--- src/rtl/tos_stamp_pkg.sv ---
// Shared types for the top-of-second stamp capture block: FSM states, record
// layout and flag bit positions.
package tos_stamp_pkg;

  typedef enum logic {
    S_wait_tos,
    S_collect
  } state_e;

  // Records are carried at a fixed maximum width; the top slices them down
  // to its own SecondsWidth and delay width.
  localparam int unsigned SECONDS_W_MAX = 32;
  localparam int unsigned DELAY_W_MAX   = 32;

  localparam int unsigned FLAG_NO_STOP  = 0;
  localparam int unsigned FLAG_SAT      = 1;
  localparam int unsigned FLAG_OVERFLOW = 2;

  typedef struct packed {
    logic [SECONDS_W_MAX-1:0] seconds;
    logic [DELAY_W_MAX-1:0]   delay;
    logic [2:0]               flags;
  } stamp_rec_t;

endpackage

--- src/rtl/tos_stamp_fifo.sv ---
// First-word-fall-through record FIFO. Depth must be a power of two; the head
// reads as all-zero while empty.
module tos_stamp_fifo #(
  parameter int unsigned Depth = 4,
  parameter type rec_t = logic [7:0],
  localparam int unsigned AW = $clog2(Depth)
) (
  input  logic        clk,
  input  logic        rst_n,
  input  logic        push,
  input  rec_t        push_rec,
  input  logic        pop,
  output logic        full,
  output logic        valid,
  output rec_t        head,
  output logic [AW:0] level
);

  rec_t          mem [Depth];
  logic [AW-1:0] wr_ptr;
  logic [AW-1:0] rd_ptr;
  logic          wr_en;
  logic          rd_en;

  // A push into a full FIFO is still accepted when the head leaves in the same cycle.
  assign wr_en = push & (~full | pop);
  assign rd_en = pop & valid;
  assign valid = (level != '0);
  assign full  = (level == (AW+1)'(Depth));
  assign head  = valid ? mem[rd_ptr] : '0;

  // NOTE: storage has no reset; the valid gating on head hides stale entries.
  always_ff @(posedge clk) begin
    if (wr_en) mem[wr_ptr] <= push_rec;
  end

  always_ff @(posedge clk or negedge rst_n) begin
    if (!rst_n) begin
      wr_ptr <= '0;
      rd_ptr <= '0;
      level  <= '0;
    end else begin
      if (wr_en) wr_ptr <= wr_ptr + AW'(1);
      if (rd_en) rd_ptr <= rd_ptr + AW'(1);
      unique case ({wr_en, rd_en})
        2'b10:   level <= level + (AW+1)'(1);
        2'b01:   level <= level - (AW+1)'(1);
        default: level <= level;
      endcase
    end
  end

endmodule

--- src/rtl/tos_stamp_capture.sv ---
// Per-second delay-pulse capture into a record FIFO. Optional saturating
// drop counter enabled with `define TOS_STAMP_DROP_CNT_EN.
module tos_stamp_capture
  import tos_stamp_pkg::*;
#(
  parameter int unsigned SlowClocksPerSecond = 10000,
  parameter int unsigned FifoDepth           = 4,
  parameter int unsigned SecondsWidth        = 16,
  localparam int unsigned DW = $clog2(SlowClocksPerSecond),
  localparam int unsigned LW = $clog2(FifoDepth) + 1
) (
  input  logic                    clk_tf,
  input  logic                    tf_reset_l,
  input  logic                    tos_mark,
  input  logic                    stop_count_pulse,
  input  logic                    tdc_stop_next,
  output logic                    rec_valid,
  input  logic                    rec_ready,
  output logic [SecondsWidth-1:0] rec_seconds,
  output logic [DW-1:0]           rec_delay,
  output logic [2:0]              rec_flags,
`ifdef TOS_STAMP_DROP_CNT_EN
  output logic [7:0]              drop_count,
`endif
  output logic [LW-1:0]           fifo_level
);

  logic [1:0] rst_sync;
  logic       rst_n;

  // NOTE: assertion is immediate, release is retimed through two flops.
  always_ff @(posedge clk_tf or negedge tf_reset_l) begin
    if (!tf_reset_l) rst_sync <= '0;
    else             rst_sync <= {rst_sync[0], 1'b1};
  end
  assign rst_n = rst_sync[1];

  state_e                  state;
  logic [SecondsWidth-1:0] sec_cnt;
  logic [DW-1:0]           delay_acc;
  logic                    sat;
  logic                    stop_seen;
  logic                    overflow_pend;
  logic                    pulse_q;

  logic                    pulse_edge;
  logic [DW-1:0]           delay_next;
  logic                    sat_next;
  logic                    stop_next;
  logic                    push;
  logic                    pop;
  logic                    drop;
  logic                    full;
  stamp_rec_t              push_rec;
  stamp_rec_t              head;

  // NOTE: every always_comb output is defaulted first so no latch is inferred.
  always_comb begin
    pulse_edge = stop_count_pulse & ~pulse_q;
    delay_next = delay_acc;
    sat_next   = sat;
    if (pulse_edge) begin
      if (delay_acc == '1) sat_next   = 1'b1;
      else                 delay_next = delay_acc + DW'(1);
    end
    stop_next = stop_seen | tdc_stop_next;
    push      = (state == S_collect) & tos_mark;
    pop       = rec_valid & rec_ready;
    drop      = push & full & ~pop;

    // The closing record includes whatever arrives in the tos_mark cycle.
    push_rec                       = '0;
    push_rec.seconds               = SECONDS_W_MAX'(sec_cnt);
    push_rec.delay                 = DELAY_W_MAX'(delay_next);
    push_rec.flags[FLAG_OVERFLOW]  = overflow_pend;
    push_rec.flags[FLAG_SAT]       = sat_next;
    push_rec.flags[FLAG_NO_STOP]   = ~stop_next;
  end

  always_ff @(posedge clk_tf or negedge rst_n) begin
    if (!rst_n) begin
      state         <= S_wait_tos;
      sec_cnt       <= '0;
      delay_acc     <= '0;
      sat           <= 1'b0;
      stop_seen     <= 1'b0;
      overflow_pend <= 1'b0;
      pulse_q       <= 1'b0;
    end else begin
      pulse_q <= stop_count_pulse;
      if (drop)      overflow_pend <= 1'b1;
      else if (push) overflow_pend <= 1'b0;
      unique case (state)
        S_wait_tos: begin
          if (tos_mark) state <= S_collect;
        end
        S_collect: begin
          if (tos_mark) begin
            sec_cnt   <= sec_cnt + SecondsWidth'(1);
            delay_acc <= '0;
            sat       <= 1'b0;
            stop_seen <= 1'b0;
          end else begin
            delay_acc <= delay_next;
            sat       <= sat_next;
            stop_seen <= stop_next;
          end
        end
        default: state <= S_wait_tos;
      endcase
    end
  end

`ifdef TOS_STAMP_DROP_CNT_EN
  always_ff @(posedge clk_tf or negedge rst_n) begin
    if (!rst_n)                       drop_count <= '0;
    else if (drop && drop_count != '1) drop_count <= drop_count + 8'd1;
  end
`endif

  tos_stamp_fifo #(
    .Depth (FifoDepth),
    .rec_t (stamp_rec_t)
  ) u_fifo (
    .clk      (clk_tf),
    .rst_n    (rst_n),
    .push     (push),
    .push_rec (push_rec),
    .pop      (pop),
    .full     (full),
    .valid    (rec_valid),
    .head     (head),
    .level    (fifo_level)
  );

  // Upper bits of the wide record fields are always zero here.
  logic [SECONDS_W_MAX+DELAY_W_MAX-1:0] unused_rec_bits;
  assign unused_rec_bits = {head.seconds, head.delay};

  assign rec_seconds = head.seconds[SecondsWidth-1:0];
  assign rec_delay   = head.delay[DW-1:0];
  assign rec_flags   = head.flags;

endmodule
--- config.mk ---
export PLATFORM = sky130hd
export DESIGN_NAME = tos_stamp_capture
export DESIGN_NICKNAME = d
export VERILOG_FILES = /design/src/rtl/tos_stamp_pkg.sv /design/src/rtl/tos_stamp_fifo.sv /design/src/rtl/tos_stamp_capture.sv
export SDC_FILE = /design/constraint.sdc
export NUM_CORES = 1
export LEC_CHECK = 0
export CAP_MARGIN = 20
export CORE_UTILIZATION = 45
export CTS_CLUSTER_SIZE = 20
export DETAILED_ROUTE_END_ITERATION = 16
export PLACE_DENSITY = 0.74
export SLEW_MARGIN = 40
export SYNTH_ARGS = -nofsm -noshare
export SYNTH_HDL_FRONTEND = slang
export SYNTH_HIERARCHICAL = 1
export SYNTH_SLANG_ARGS = --single-unit
--- constraint.sdc ---
create_clock -name clk_tf -period 5.09 [get_ports clk_tf]
set_input_delay 0.7635 -clock clk_tf [delete_from_list [all_inputs] [get_ports clk_tf]]
set_output_delay 0.7635 -clock clk_tf [all_outputs]
set_load 0.02 [all_outputs]
==> impl_results.md, run 1 <==
* CTS root buf: clkbuf_16
* Vias at 4,033
* R2r endpoint: u_fifo/level[2]
* CP endpoint kind: output pin
* Pwr dens at 565 nW/um^2
* Max Fclk at 280 MHz
* Die width at 132 um
* Max Cap Viol at 0
* Setup TNS at 0 ps
* Crit Path Class: flop to output pin
* Vias in the first global route at 4,134
* CP Launch Type: flop
* Syn_nets at 491
* Avg Cell Area, Syn at 15.9 sq um
* Cells after Synth at 477
* Fillers at 1,348
* Final nets at 525
* Vias per cell at 5.42
* Final WL at 13.9 mm
* R2R Setup Slk at 2010 ps
* CTS resizes at 0
* Max_slew headroom at 49.9%
* Residual DRC at 0
* Hold/Removal Path Class: flop to asynchronous set/reset pin
* Layout area overhead at 14.3%
* IO Pins at 43
* Peak VDD IR at 0.000259 V
* Total grt overflow at 0
* Most frequent cells in the layout: 132 x edfxtp_1, 42 x clkdlybuf4s50_1, 41 x and2_1, 41 x dfrtp_1, 33 x mux4_2
* # hold bufs at CTS at 0
* Final period util at 70.0%
* Min Tclk post-route at 3570 ps
* Most common cell after layout, fill and taps aside: edfxtp_1
* Final-report hold violation count at 0
* Global-route wire length before repair at 22.2 mm
* Post-route ant nets at 0
* Final GP Congestion at 0.820
* Largest net degree at the start of global routing at 43
* # Post-CTS Setup Buffers at 0
* Post-DP HPWL at 8.96 mm
* Drt first pass iters at 4
* Clock tree sinks at 176
* Total CTS buffers at 17
* Placed Area at 8110 sq um
* YS warnings at 6
* Clock buffer depth at 2
* CTS tree: yes
* Initial antenna violation count at 0
* Share of layout cells above drive strength 1 at 16.8%
* Unrepaired setup endpoints after global routing: no
* Diode count at 0
* Die area at 17,400 sq um
* Clock Pin Slew Worst Setup and Hold Paths at 60 ps
* Clock latency on the worst-skew pair at 430 ps
* Reg2Reg Launch Point: u_fifo/level[0]
* Slew Viols, Final at 0
* Core Region at 16,500 sq um
* GR Util All Layers at 17.0%
* Number of DRC markers in iteration 0 at 269
* H-tree levels at 4
* Site row count at 47
* Max Clock Skew at 13.0 ps
* # port buffers at 42
* Final instance area at 8680 sq um
* Die height at 132 um
* Worst EP arrival at 2800 ps
* Initial Utilization at 45.9%
* CP max FO at 24
* Leakage at 0.00313 uW
* DR WL/cell at 18.7 um
* # setup viols final at 0
* Status: complete, no violations
* Worst-Margin Slew at 751 ps
* Reg2Reg Depth at 10
* Req. time, crit path at 4330 ps
* Cell Area, Synth at 7590 sq um
-- where the power goes --
group / switching (uW) / internal, uW / total [uW]
Combinational: 772 / 825 / 1600
Clock: 527 / 690 / 1220
Sequential: 221 / 1870 / 2090
-- per-stage QoR --
stage | setup WS [ps] | util, % | cells | total power (uW) | hold slack [ps]
2_1_floorplan | 2360 | - | 477 | 3130 | 331
3_3_place_gp | 1580 | 49.1 | 712 | 3690 | 339
3_5_place_dp | 1400 | 49.1 | 712 | 3730 | 340
4_1_cts | 1250 | 52.4 | 744 | 4960 | 357
5_1_grt | 1360 | 52.5 | 744 | 5140 | 360
6_report | 1520 | 52.5 | 744 | 4900 | 345
-- worst max path at each step --
stage / from / to / depth (start not counted)
floorplan: u_fifo/level[0] / u_fifo/mem[0][0] / 6
finish: u_fifo/rd_ptr[0] / rec_seconds[14] / 4
global route: u_fifo/rd_ptr[0] / rec_seconds[14] / 4
CTS: u_fifo/rd_ptr[0] / rec_seconds[14] / 4
detailed placement: tos_mark / u_fifo/mem[1][40] / 6
global placement: tos_mark / u_fifo/mem[1][41] / 6
-- area by class of cell --
class	instances	area, sq um	area share [%]
Clock buffer	21	450	5.19
Clock inverter	11	105	1.21
Inverter	13	48.8	0.562
Multi-Input combinational cell	255	2260	26.0
Sequential cell	176	5070	58.5
Tap cell	220	275	3.17
Timing Repair Buffer	48	465	5.36
-- registers in the layout, summed over array words and instances (netlist names) --
register       cells
u_fifo/rd_ptr      2
pulse_q            1
overflow_pend      1
state              1
sec_cnt           16
delay_acc         14
u_fifo/mem       132
stop_seen          1
u_fifo/wr_ptr      2
u_fifo/level       3
sat                1
rst_sync           2
-- routing by layer --
layer,share of wire [%],up-vias,track usage (%)
li1,-,1868,-
met2,53,72,29.7
met3,3.1,14,3.92
met4,1.5,0,5.56
met1,43,2079,21.0
met5,0,-,0
-- worst max-delay path, cell delays in order (launching register included) --
cell and delay [ps]:
dfrtp_4 730, buf_4 360, mux4_2 550, and2_1 170, clkdlybuf4s50_1 540
Note: power is estimated with default switching activity, not from simulation.
==> run 2: changes to the inputs <==
Settings changed: PLACE_DENSITY 0.74 to 0.76.
Clock period 5.09 ns to 3 ns, I/O delays scaled along.
==> impl_results.md, run 2 (same netlist as run 1, synthesis figures left out) <==
* Hold/Removal Path Class: input port to asynchronous set/reset pin
* # hold bufs at CTS at 0 (unchanged)
* Layout area overhead at 16.4%
* CP Launch Type: flop
* Max Clock Skew at 9.95 ps (-3.03 ps)
* Post-DP HPWL at 8.32 mm (-7.2%)
* Reg2Reg Depth at 10 (unchanged)
* CTS tree: yes
* Max reg flops at 132 (unchanged)
* Core Region at 16,500 sq um (unchanged)
* Diode count at 0 (unchanged)
* Post-route ant nets at 0 (unchanged)
* Final nets at 539 (+2.7%)
* Slew Viols, Final at 0 (unchanged)
* Residual DRC at 0 (unchanged)
* Die width at 132 um (unchanged)
* CTS root buf: clkbuf_16
* Min Tclk post-route at 2890 ps
* Reg2Reg Launch Point: u_fifo/level[0]
* Final period util at 96.3%
* Pwr dens at 958 nW/um^2 (+69%)
* Peak VDD IR at 0.000540 V (+110%)
* Clock latency on the worst-skew pair at 430 ps (about the same)
* Vias per cell at 5.42 (about the same)
* Vias in the first global route at 4,133 (-0.024%)
* Final GP Congestion at 0.880 (+7.4%)
* Initial Utilization at 45.9% (unchanged)
* Max Cap Viol at 0 (unchanged)
* # port buffers at 42 (unchanged)
* Max_slew headroom at 58.1% (+8.2 points)
* CP endpoint kind: output pin
* Most frequent cells in the layout: 132 x edfxtp_1, 42 x dfrtp_1, 42 x clkdlybuf4s50_1
* Unrepaired setup endpoints after global routing: no
* Leakage at 0.00322 uW (+3.0%)
* Clock Pin Slew Worst Setup and Hold Paths at 70 ps (about the same)
* Setup TNS at 0 ps (unchanged)
* Clock tree sinks at 176 (unchanged)
* Vias at 4,110 (+1.9%)
* Most flops, register: u_fifo/mem
* Worst-Margin Slew at 622 ps (-129 ps)
* Final-report hold violation count at 0 (unchanged)
* Req. time, crit path at 2550 ps (-1780 ps)
* R2r endpoint: u_fifo/level[2]
* Post-layout util at 53.5% (+0.96 points)
* CP max FO at 18 (-25%)
* Registers with the most flip-flops: u_fifo/mem: 132 flops, sec_cnt: 16 flops, delay_acc: 14 flops
* Number of DRC markers in iteration 0 at 336 (+25%)
* DR WL/cell at 17.8 um (-4.5%)
* Initial antenna violation count at 0 (unchanged)
* Site row count at 47 (unchanged)
* Share of layout cells above drive strength 1 at 18.4% (+1.6 points)
* GR Util All Layers at 16.7% (-0.37 points)
* Final WL at 13.5 mm (-2.7%)
* Total CTS buffers at 17 (unchanged)
* Most common cell after layout, fill and taps aside: edfxtp_1
* R2R Setup Slk at 480 ps (-1530 ps)
* Total grt overflow at 0 (unchanged)
* Die height at 132 um (unchanged)
* Drt first pass iters at 4 (unchanged)
* Largest net degree at the start of global routing at 43 (unchanged)
* Max Fclk at 346 MHz
* # setup viols final at 0 (unchanged)
* Clock buffer depth at 2 (unchanged)
* Crit Path Class: flop to output pin
* H-tree levels at 4 (unchanged)
* Status: complete, no violations
* Worst EP arrival at 2440 ps (-360 ps)
* Global-route wire length before repair at 21.9 mm (-1.2%)
* IO Pins at 43 (unchanged)
* Die area at 17,400 sq um (unchanged)
[run 2: cell types whose count changed in the layout (fill, tap and decap cells not counted), moves of 2 or more]
cell        previous run  this run
inv_6                  2         4
buf_12                 0         5
buf_4                  6        15
clkinvlp_4             3         1
[run 2: power breakdown]
part           switching, uW  internal, uW  total (uW)  leakage, uW
Clock                    900          1170        2070     0.000273
Combinational           1460          1520        2980      0.00113
Sequential               242          3170        3410      0.00182
Total                   2600          5860        8460      0.00322
[run 2: routing by layer]
layer / routed length (um) / vias to the layer above / global-route usage [%] / share of wire, %
met4: 253 / 0 / 7.24 / 1.9
li1: - / 1900 / - / -
met5: 0 / - / 0 / 0
met2: 6940 / 84 / 28.2 / 51
met3: 505 / 23 / 3.46 / 3.7
met1: 5820 / 2103 / 20.8 / 43
[run 2: worst max-delay path by stage]
stage / from / endpoint / slack (ps) / cells after the start
2_1_floorplan: u_fifo/level[0] / u_fifo/mem[0][0] / 270 / 6
3_3_place_gp: u_fifo/rd_ptr[0] / rec_delay[12] / 400 / 4
3_5_place_dp: tos_mark / u_fifo/level[2] / 370 / 11
4_1_cts: u_fifo/rd_ptr[0] / rec_delay[13] / 7 / 4
5_1_grt: u_fifo/rd_ptr[0] / rec_delay[8] / 40 / 4
6_report: u_fifo/rd_ptr[0] / rec_delay[13] / 110 / 4
[run 2: repair_timing]
item                                    in CTS  in global routing
endpoints found under the setup margin      25                 25
resized for setup                            1                  0
setup buffers                                0                  5
[run 2: cell type report]
cell class	count	area [sq um]
clock buffer	20	447
clock inverter	12	109
fill	1279	7690
inverter	13	48.8
multi-input combinational	255	2250
sequential	176	5070
tap	220	275
timing repair buffer	62	633
[run 2: worst max-delay path, stage by stage, from the launching register on]
cell             delay, ps
dfrtp_4                520
buf_12                 230
mux4_2                 510
and2_1                 200
clkdlybuf4s50_1        540
[run 2: through the flow]
step | cells | total power, uW | setup WS [ps] | cell area (sq um) | hold slack (ps)
global placement | 721 | 6370 | 404 | 8240 | 333
CTS | 753 | 8510 | 6.88 | 8800 | 167
global route | 758 | 8860 | 39.0 | 8830 | 170
floorplan | 477 | 5310 | 273 | 7590 | 154
finish | 758 | 8460 | 111 | 8830 | 176
detailed placement | 721 | 6450 | 367 | 8240 | 335
==> RTL change 1: new RTL, config.mk and constraints of run 1 <==
Set the package constant `SECONDS_W_MAX` to 36 (it was 32).
--- a/src/rtl/tos_stamp_pkg.sv
+++ b/src/rtl/tos_stamp_pkg.sv
@@ -10,5 +10,5 @@
   // Records are carried at a fixed maximum width; the top slices them down
   // to its own SecondsWidth and delay width.
-  localparam int unsigned SECONDS_W_MAX = 32;
+  localparam int unsigned SECONDS_W_MAX = 36;
   localparam int unsigned DELAY_W_MAX   = 32;
 
Check against the original RTL: no difference found for any inputs over 4 cycles, from zero or initial values and one cycle with tf_reset_l low; that may be too few to reach the edited logic, so the function may still have changed.
==> RTL change 1 against run 1 <==
  * Design area increased by 0.76%
  * Clock power increased by 7%
  * Utilization increased by 0.21 points
  * Sequential share of layout area decreased by 0.44 points
  * Routed wire length decreased by 0.90%
  * Synthesized cell count decreased by 0.63%
  * Worst hold slack got worse by 10 ps
  * Area after synthesis increased by 0.58%
  * Sequential cell count unchanged
  * Non-clock buffer count unchanged
  * Setup slack got worse by 150 ps
  * Total power increased by 1.9%
  * Critical endpoint is now rec_delay[9]
==> RTL change 1: results (changes against run 1) <==
qor: placement.dp_hpwl 8900 um [was 8960 um]
qor: layout.final_nets 525 [unchanged]
qor: global_route.grt_first_pass_wirelength 22,600 um [was 22,200 um]
qor: synthesis.syn_nets 488 [was 491]
qor: cts.clock_insertion_delay_worst_skew 430 ps [about the same]
qor: sta.final.setup_skew 7.36 ps [was 13.0 ps]
qor: global_route.grt.total_usage 17.2% [was 17.0%]
qor: cts.cts.htree.levels 4 [unchanged]
qor: cts.cts-buffers-inserted 17 [unchanged]
qor: placement.io_buffer_count 42 [unchanged]
qor: outcome.run_status finished clean [unchanged]
qor: global_route.pin_count_of_the_biggest_net_entering_global_routing 43 [unchanged]
qor: route.detailedRoute.firstIterationViolations 259 [was 269]
qor: worst_setup_path.worst-r2r-setup-slack 2020 ps
qor: placement.detailed_place.area 8140 sq um [was 8110 sq um]
qor: layout.diodes 0 [unchanged]
qor: worst_setup_path.slowest_delay 770 ps [was 730 ps]
qor: cts.cts_root_buf clkbuf_16 [unchanged]
qor: power_and_ir_drop.swShare 30.5% [was 31.0%]
qor: worst_setup_path.r2r.worst_path.cells 10 [unchanged]
qor: synthesis.synthesis.yosys.warnings 6 [unchanged]
qor: route.via_count 4,044 [was 4,033]
qor: cts.cts_repair_resize_count 0 [unchanged]
qor: route.detailedRoute.firstPassIterationCount 4 [unchanged]
qor: worst_setup_path.critical_path.startpoint u_fifo/rd_ptr[0] [unchanged]
qor: layout.final_layout_size_suffix_gt1_share 17.9% [was 16.8%]
qor: power_and_ir_drop.static-leakage-power 3.17 nW [was 3.13 nW]
qor: placement.place_worst_setup_slack 1310 ps [was 1400 ps]
qor: layout.n_fill_cell 1,331 [was 1,348]
qor: worst_setup_path.worst-endpoint-arrival 2950 ps [was 2800 ps]
qor: worst_setup_path.critical_path.slowest_cell dfrtp_2 [was dfrtp_4]
qor: layout.layout_top_registers u_fifo/mem (132), sec_cnt (16), delay_acc (14) [unchanged]
qor: placement.globalplace.congestion 0.843 [was 0.820]
qor: cts.max-clock-path-buffers 2 [unchanged]
qor: global_route.first_global_vias 4,170 [was 4,134]
qor: global_route.antenna_found_initial 0 [unchanged]
qor: cts.post-cts-setup-buffer-count 0 [unchanged]
qor: route.routed_wire_length_per_instance 18.5 um [was 18.7 um]
qor: worst_setup_path.crit_fanout 18 [was 24]
qor: sta.worst-slew-pin-transition 727 ps [was 751 ps]
qor: hold_path.worstHoldPathType register to asynchronous set/reset pin [unchanged]
qor: power_and_ir_drop.power.ir.vdd_worst 317 uV [was 259 uV]
qor: worst_setup_path.cpLargestDelayFamily buffers and inverters [unchanged]
==> RTL change 1: changes by cell type in the layout (fill, tap and decap cells not counted), moves of 2 or more <==
| cell | change |
|---|---|
| clkinv_2 | +2 |
| and2_2 | +3 |
| clkinv_4 | +2 |
| bufinv_16 | +2 |
| and2_1 | -3 |
| clkbuf_1 | -3 |
==> RTL change 1: worst max path at each step <==
stage	endpoint	slack, ps
2_1_floorplan	u_fifo/level[2]	2490
3_3_place_gp	u_fifo/mem[1][11]	1450
3_5_place_dp	u_fifo/mem[1][11]	1310
4_1_cts	rec_delay[9]	1270
5_1_grt	rec_delay[9]	1160
6_report	rec_delay[9]	1370
==> RTL change 1: area by class of cell <==
type,count,share of cell area [%]
inverter,13,0.558
tap,220,3.15
clock buffer,17,4.87
multi-input combinational,255,26.0
timing repair buffer,48,5.47
sequential,176,58.0
clock inverter,15,1.93
==> RTL change 1: stage by stage <==
step	util [%]	instances	hold slack [ps]
global placement	49.0	712	338
CTS	52.7	744	356
global route	52.7	744	368
floorplan	-	474	331
finish	52.7	744	335
detailed placement	49.1	712	341
==> RTL change 1: power groups by stage <==
stage | logic, mW | registers, mW | clock network, mW
finish | 1.59 | 2.11 | 1.30
global route | 1.71 | 2.15 | 1.38
CTS | 1.63 | 2.11 | 1.32
detailed placement | 1.62 | 2.14 | 0
global placement | 1.59 | 2.11 | 0
floorplan | 1.17 | 2.00 | 0
==> RTL change 1: routing by layer <==
layer | track usage [%] | part of all wire [%]
met4 | 6.45 | 1.6
met1 | 22.4 | 44
met3 | 4.23 | 4.1
met5 | 0 | 0
met2 | 28.1 | 50
==> RTL change 2: new RTL, settings of run 1 <==
Made on the original files. Put a register stage on the output `rec_flags`, without a reset. The value now appears one clock later. The other outputs are not delayed to match.
--- a/src/rtl/tos_stamp_capture.sv
+++ b/src/rtl/tos_stamp_capture.sv
@@ -140,5 +140,7 @@
   assign rec_seconds = head.seconds[SecondsWidth-1:0];
   assign rec_delay   = head.delay[DW-1:0];
-  assign rec_flags   = head.flags;
+  always_ff @(posedge clk_tf) begin
+    rec_flags <= head.flags;
+  end
 
 endmodule
Check against the original RTL: not equivalent (a bounded check fails within 10 cycles, from zero or initial values and one cycle with tf_reset_l low).
==> RTL change 2 against run 1 <==
  * Sequential cell count up 3
  * Design area is 1.2% higher
  * Setup slack got worse by 20 ps
  * Count of clock-buffer cells in the layout decreased by 2
  * Largest cell class unchanged
  * Die area is 1.1% higher
  * Area after synthesis grew 1.1%
  * Cell count increased by 0.81%
  * Sequential share of layout area about the same
  * Routed wire length grew 1.2%
  * Total power is 0.15% higher
  * Critical path type unchanged
  * Global-route usage grew 0.68 points
==> RTL change 2: results (changes against run 1) <==
qor: cts.path_clk_slew 70 ps
qor: synthesis.syn_nets 498 [was 491]
qor: route.detailedRoute.firstPassIterationCount 4 [unchanged]
qor: route.detailedRoute.firstIterationViolations 388 [was 269]
qor: sta.final.setup_skew 7.08 ps [was 13.0 ps]
qor: synthesis.synthesis.yosys.warnings 6 [unchanged]
qor: route.finalWirelength 14,100 um [was 13,900 um]
qor: global_route.antenna_found_initial 0 [unchanged]
qor: cts.post-cts-setup-buffer-count 0 [unchanged]
qor: layout.final_nets 531 [was 525]
qor: power_and_ir_drop.power.ir.vdd_worst 428 uV [was 259 uV]
qor: outcome.run_status finished clean [unchanged]
qor: layout.n_fill_cell 1,308 [was 1,348]
qor: layout.final_layout_size_suffix_gt1_share 16.6% [was 16.8%]
qor: placement.detailed_place.area 8210 sq um [was 8110 sq um]
qor: worst_setup_path.worst-endpoint-arrival 2820 ps [was 2800 ps]
qor: route.via_count 4,084 [was 4,033]
qor: placement.globalplace.congestion 0.824 [was 0.820]
qor: placement.io_buffer_count 42 [unchanged]
qor: placement.place_worst_setup_slack 1350 ps [was 1400 ps]
qor: cts.cts-buffers-inserted 17 [unchanged]
qor: global_route.first_global_vias 4,239 [was 4,134]
qor: placement.dp_hpwl 8840 um [was 8960 um]
qor: sta.worst-slew-pin-transition 747 ps [was 751 ps]
qor: hold_path.worstHoldPathType register to asynchronous set/reset pin [unchanged]
qor: layout.layout_top_registers u_fifo/mem (132), sec_cnt (16), delay_acc (14) [unchanged]
qor: cts.cts.htree.levels 4 [unchanged]
qor: cts.cts_repair_resize_count 0 [unchanged]
qor: worst_setup_path.crit_fanout 22 [was 24]
qor: cts.clock_insertion_delay_worst_skew 430 ps [about the same]
qor: layout.diodes 0 [unchanged]
qor: cts.cts_root_buf clkbuf_16 [unchanged]
qor: global_route.pin_count_of_the_biggest_net_entering_global_routing 43 [unchanged]
qor: cts.max-clock-path-buffers 2 [unchanged]
qor: power_and_ir_drop.static-leakage-power 3.15 nW [was 3.13 nW]
qor: global_route.grt.total_usage 17.7% [was 17.0%]
qor: global_route.grt_first_pass_wirelength 23,200 um [was 22,200 um]
==> RTL change 2: area by class of cell <==
class                      count  area, sq um  area share (%)
sequential                   179         5140            58.5
multi-input combinational    255         2260            25.7
timing repair buffer          48          490            5.59
clock buffer                  19          443            5.04
tap                          220          275            3.14
clock inverter                13          119            1.35
inverter                      16         60.1           0.684
==> RTL change 2: report_power, final <==
group | switching (mW) | internal, mW
clock | 0.566 | 0.656
sequential | 0.239 | 1.91
combinational | 0.727 | 0.816
==> RTL change 2: worst paths after layout <==
| check | start | to | slack, ps | cells after the start |
|---|---|---|---|---|
| max | u_fifo/rd_ptr[0] | rec_delay[3] | 1500 | 4 |
| min | rst_sync[1] | u_fifo/rd_ptr[0] | 340 | 0 |
| max reg2reg | state | u_fifo/mem[2][44] | 2040 | 5 |
| min reg2reg | rst_sync[1] | u_fifo/rd_ptr[0] | 340 | 0 |
| max in group asynchronous | rst_sync[1] | u_fifo/rd_ptr[1] | 4310 | 0 |
| min in group clk_tf | rst_sync[0] | rst_sync[1] | 360 | 0 |
==> RTL change 2: through the flow <==
stage          util (%)  hold WS, ps  std cells
6_report           52.8          343        750
5_1_grt            52.8          372        750
4_1_cts            52.7          360        750
3_5_place_dp       49.3          340        718
3_3_place_gp       49.3          340        718
2_1_floorplan         -          331        484
==> RTL change 2: critical path: stages, from the launching register on <==
cell             delay, ps
dfrtp_4                740
buf_4                  390
mux4_2                 560
and2_1                 170
clkdlybuf4s50_1        520
==> RTL change 2: routing by layer <==
metal,track usage [%],vias up,wire length (um)
met2,28.5,105,6780
met5,0,-,0
li1,-,1885,-
met3,4.14,22,760
met1,23.5,2072,6210
met4,6.96,0,318
